[src/rtl/dbg_step_ctrl.sv]
// dbg_step_ctrl: board-level execution controller for the debug harness.
// It turns the raw step/run/burst pushbuttons into a registered clock-enable
// for the single-cycle datapath, with breakpoint halt.
// Optional feature macro: DBG_BURST_EN. When it is defined, the build includes
// the BURST state and the remaining counter. Without it, the burst button acts
// as a step and remaining reads 0.
//
// state  | meaning
// -------+-----------------------------------------------
// IDLE   | datapath halted, waiting for a press
// STEP   | one enabled cycle, then back to IDLE
// RUN    | free-running until run press or breakpoint
// BURST  | burst_len enabled cycles, abortable (DBG_BURST_EN)
module dbg_step_ctrl #(
  parameter int DEBOUNCE_CYCLES = 100000,
  parameter int CNT_W           = 17
) (
  input  logic        clk,
  input  logic        rst,
  input  logic        btn_step,
  input  logic        btn_run,
  input  logic        btn_burst,
  input  logic [7:0]  burst_len,
  input  logic        bp_hit,
  output logic        cpu_en,
  output logic [1:0]  state,
  output logic [15:0] step_cnt,
  output logic [7:0]  remaining
);

  typedef enum logic [1:0] {
    S_IDLE  = 2'b00,
    S_STEP  = 2'b01,
    S_RUN   = 2'b10,
    S_BURST = 2'b11
  } state_t;

  localparam logic [CNT_W-1:0] DB_LAST = CNT_W'(DEBOUNCE_CYCLES - 1);

  // bit 0 step, bit 1 run, bit 2 burst
  logic [2:0] sync1, sync2;
  logic [2:0] db, db_d, press;
  logic       step_p, run_p, burst_p;
  state_t     st;

  // two-flop synchronizers for the asynchronous buttons
  always_ff @(posedge clk or negedge rst) begin
    if (!rst) begin
      sync1 <= '0;
      sync2 <= '0;
    end else begin
      sync1 <= {btn_burst, btn_run, btn_step};
      sync2 <= sync1;
    end
  end

  for (genvar g = 0; g < 3; g++) begin : g_db
    logic             lvl;
    logic [CNT_W-1:0] cnt;

    // accept a new level only after it has differed for DEBOUNCE_CYCLES cycles
    always_ff @(posedge clk or negedge rst) begin
      if (!rst) begin
        lvl <= 1'b0;
        cnt <= '0;
      end else if (sync2[g] == lvl) begin
        cnt <= '0;
      end else if (cnt == DB_LAST) begin
        lvl <= sync2[g];
        cnt <= '0;
      end else begin
        cnt <= cnt + CNT_W'(1);
      end
    end

    assign db[g] = lvl;
  end

  // one-cycle registered press pulse on each debounced rising edge
  always_ff @(posedge clk or negedge rst) begin
    if (!rst) begin
      db_d  <= '0;
      press <= '0;
    end else begin
      db_d  <= db;
      press <= db & ~db_d;
    end
  end

  assign step_p  = press[0];
  assign run_p   = press[1];
  assign burst_p = press[2];

`ifdef DBG_BURST_EN
  logic [7:0] rem;

  // Moore FSM; cpu_en is loaded with the enable value of the next state
  always_ff @(posedge clk or negedge rst) begin
    if (!rst) begin
      st     <= S_IDLE;
      cpu_en <= 1'b0;
      rem    <= '0;
    end else begin
      case (st)
        S_IDLE: begin
          if (run_p) begin
            st     <= S_RUN;
            cpu_en <= 1'b1;
          end else if (burst_p) begin
            // a zero-length burst is consumed without enabling the datapath
            if (burst_len != 8'd0) begin
              st     <= S_BURST;
              cpu_en <= 1'b1;
              rem    <= burst_len;
            end
          end else if (step_p) begin
            st     <= S_STEP;
            cpu_en <= 1'b1;
          end
        end
        S_STEP: begin
          st     <= S_IDLE;
          cpu_en <= 1'b0;
        end
        S_RUN: begin
          if (run_p || bp_hit) begin
            st     <= S_IDLE;
            cpu_en <= 1'b0;
          end
        end
        S_BURST: begin
          if (run_p || bp_hit || rem == 8'd1) begin
            st     <= S_IDLE;
            cpu_en <= 1'b0;
            rem    <= '0;
          end else begin
            rem <= rem - 8'd1;
          end
        end
        default: begin
          st     <= S_IDLE;
          cpu_en <= 1'b0;
        end
      endcase
    end
  end

  assign remaining = rem;
`else
  logic unused_burst_len;
  assign unused_burst_len = ^burst_len;

  // Moore FSM; the burst button is an alias of step in this build
  always_ff @(posedge clk or negedge rst) begin
    if (!rst) begin
      st     <= S_IDLE;
      cpu_en <= 1'b0;
    end else begin
      case (st)
        S_IDLE: begin
          if (run_p) begin
            st     <= S_RUN;
            cpu_en <= 1'b1;
          end else if (burst_p || step_p) begin
            st     <= S_STEP;
            cpu_en <= 1'b1;
          end
        end
        S_STEP: begin
          st     <= S_IDLE;
          cpu_en <= 1'b0;
        end
        S_RUN: begin
          if (run_p || bp_hit) begin
            st     <= S_IDLE;
            cpu_en <= 1'b0;
          end
        end
        default: begin
          st     <= S_IDLE;
          cpu_en <= 1'b0;
        end
      endcase
    end
  end

  assign remaining = 8'd0;
`endif

  // count enabled cycles, wrapping naturally at 16 bits
  always_ff @(posedge clk or negedge rst) begin
    if (!rst) begin
      step_cnt <= '0;
    end else if (cpu_en) begin
      step_cnt <= step_cnt + 16'd1;
    end
  end

  assign state = st;

endmodule
[config.mk]
export PLATFORM = sky130hd
export DESIGN_NAME = dbg_step_ctrl
export DESIGN_NICKNAME = d
export VERILOG_FILES = /design/src/rtl/dbg_step_ctrl.sv
export SDC_FILE = /design/constraint.sdc
export NUM_CORES = 1
export LEC_CHECK = 0
export CAP_MARGIN = 10
export CORE_MARGIN = 2
export CORE_UTILIZATION = 61
export DETAILED_ROUTE_END_ITERATION = 16
export PLACE_DENSITY = 0.85
export SKIP_CTS_REPAIR_TIMING = 1
export SLEW_MARGIN = 20
export SYNTH_ARGS = -nofsm -noshare
export SYNTH_HDL_FRONTEND = slang
export SYNTH_SLANG_ARGS = --single-unit
[constraint.sdc]
create_clock -name clk -period 2.7 [get_ports clk]
set_input_delay 0.54 -clock clk [delete_from_list [all_inputs] [get_ports clk]]
set_output_delay 0.54 -clock clk [all_outputs]
set_load 0.01 [all_outputs]
==> results.json <==
{
  "fmax_ghz": 0.500,
  "grt.total_usage": 0.201,
  "syn_area_um2": 3910,
  "period_share": 0.740,
  "grt_pass1_vias": 2529,
  "hold_viol": 0,
  "syn_inst": 360,
  "fin_area_um2": 4400,
  "cts_num_sinks": 85,
  "critPathTopFamily": "buffers and inverters",
  "clk_pin_slew_worst_paths_ns": 0.08,
  "start_util": 0.623,
  "cp_slowest_cell": "clkdlybuf4s50_1",
  "grt_start_max_net_pins": 86,
  "drive_gt1_frac": 0.0732,
  "cp_slowest_stage_delay_ns": 0.60,
  "firstDrtPassIters": 4,
  "synth_warnings": 0,
  "p_per_area_nw_per_um2": 535,
  "synthDistinctLibCells": 26,
  "setup_viol": 0,
  "die_h_um": 84.1,
  "num-nets-final": 409,
  "slew_violations": 0,
  "synth_area_per_cell_um2": 10.9,
  "rr_endpoint": "g_db[1].cnt[12]",
  "crit_chain": "clkdlybuf4s50_1",
  "cts_buffers": 9,
  "endpoint": "cpu_en",
  "clk_latency_ns": 0.35,
  "clock-root-buffer": "clkbuf_8",
  "cp-startpoint": "cpu_en",
  "hold_class": "input pin to async pin",
  "ys_seq_area_frac": 0.543,
  "hpwl_um": 4260,
  "clock_skew_ns": 0.00910,
  "grt_pass1_wl_um": 11400,
  "drc": 0,
  "start_kind": "flip-flop",
  "drt_iter0_markers": 106,
  "path_buf_inv": 1,
  "ant_nets": 0,
  "routed_wl_um": 6640,
  "core-area_um2": 6280,
  "rows": 29,
  "critical_path_arrival_ns": 1.46,
  "die-area_um2": 7070,
  "dpl_cell_area_um2": 4180,
  "antennaDiodeCount": 0,
  "cp.depth": 1,
  "synth-seq-cells": 85,
  "layout_common_cells": "dfrtp_1 (85), nor2_1 (62), xnor2_1 (46)",
  "critPathCaptureType": "output pin",
  "cts.path.max_buffers": 2,
  "status": "finished clean",
  "viasPerCell": 5.56,
  "cts.htree.levels": 3,
  "rsz0062_at_grt": "no",
  "final_cells": 473,
  "layout_commonest_cell": "dfrtp_1",
  "fin_crit_ns": 2.00,
  "criticalPathCategory": "flip-flop to output pin",
  "crit_required_ns": 2.16,
  "dp.cells": 457,
  "reg2reg_depth": 4,
  "portBuffers": 24,
  "reg2reg_setup_slack_ns": 1.05,
  "num_io_pins": 41,
  "fin_util": 0.701,
  "r2r_start": "g_db[1].cnt[6]",
  "antenna_found_initial": 0,
  "grt_overflow": 0,
  "num_vias": 2629,
  "fill_cells": 451,
  "path_max_fanout": 9,
  "area_delta_synth_final_pct": 12.4,
  "final.setup.tns_ns": 0,
  "place.gp.congestion": 0.838,
  "fp.dieW_um": 84.1,
  "routedWlPerCell_um": 14.0,
  "cts_tree": "yes",
  "leakage_nw": 1.85,
  "maxCapViolCount": 0,
  "peakVddDrop_v": 0.000501
}
## stage by stage
stage / hold WS (ns) / setup WS, ns / total power [mW]
after floorplan: 0.244 / 1.22 / 1.38
after global placement: 0.334 / 1.10 / 1.41
after detailed placement: 0.335 / 1.06 / 1.41
after CTS: 0.224 / 0.681 / 2.38
after global routing: 0.236 / 0.628 / 2.45
final: 0.207 / 0.701 / 2.35
## per-layer routing
layer,vias up,wire [um],track usage
met1,1298,3060,0.265
met3,5,221,0.0682
li1,1289,-,-
met5,-,0,0
met2,37,3300,0.325
met4,0,63,0.0484
## power breakdown
part | internal (mW) | switching, mW
sequential | 1.29 | 0.0156
clock | 0.525 | 0.445
combinational | 0.0237 | 0.0555
total | 1.84 | 0.516
## cells in the mapped netlist, drive strengths merged
cell,n,area [um^2]
nand2,19,71.3
and2,1,6.26
buf,12,113
nand3,19,95.1
mux2i,1,10.0
dfrtp,85,2130
xor2,17,149
a21oi,1,5.00
ha,4,50.1
and4,4,35.0
conb,1,3.75
inv,11,41.3
nor2,62,233
xnor2,46,403
nor4,21,150
mux2,4,45.0
nand4,23,189
o21ai,1,5.00
and3,1,6.26
nand4bb,3,33.8
nor2b,3,18.8
a41o,3,33.8
nor3,18,90.1
## flip-flops by register name, summed over array words and instances, names as in the netlist
name and count:
db_d 3, sync2 3, press 3, g_db.lvl 3, step_cnt 16, g_db.cnt 51
sync1 3, cpu_en 1, state 2
## cells by family after synthesis
family,Yosys count,share of synthesized area
other cells,1,0.000958
fa+ha+maj,4,0.0128
compound gates,5,0.0112
buf+inv,23,0.0393
simple gates,174,0.237
flops,85,0.543
mux,5,0.0141
xor+xnor,63,0.141
## area by class of cell
type | count | area [um^2] | area share
well taps | 77 | 96.3 | 0.0219
clock inverters | 5 | 85.1 | 0.0193
repair buffers | 25 | 258 | 0.0586
clock buffers | 11 | 131 | 0.0299
multi-input cells | 259 | 1660 | 0.377
inverters | 11 | 41.3 | 0.00939
flip-flops and latches | 85 | 2130 | 0.484
## worst min-delay path by stage
stage	to	startpoint
after floorplan	cpu_en	rst
after global placement	sync2[2]	sync1[2]
after detailed placement	sync2[2]	sync1[2]
after CTS	step_cnt[3]	rst
after global routing	g_db[2].cnt[9]	rst
final	g_db[0].cnt[13]	rst
Note: power is estimated with default switching activity, not from simulation.
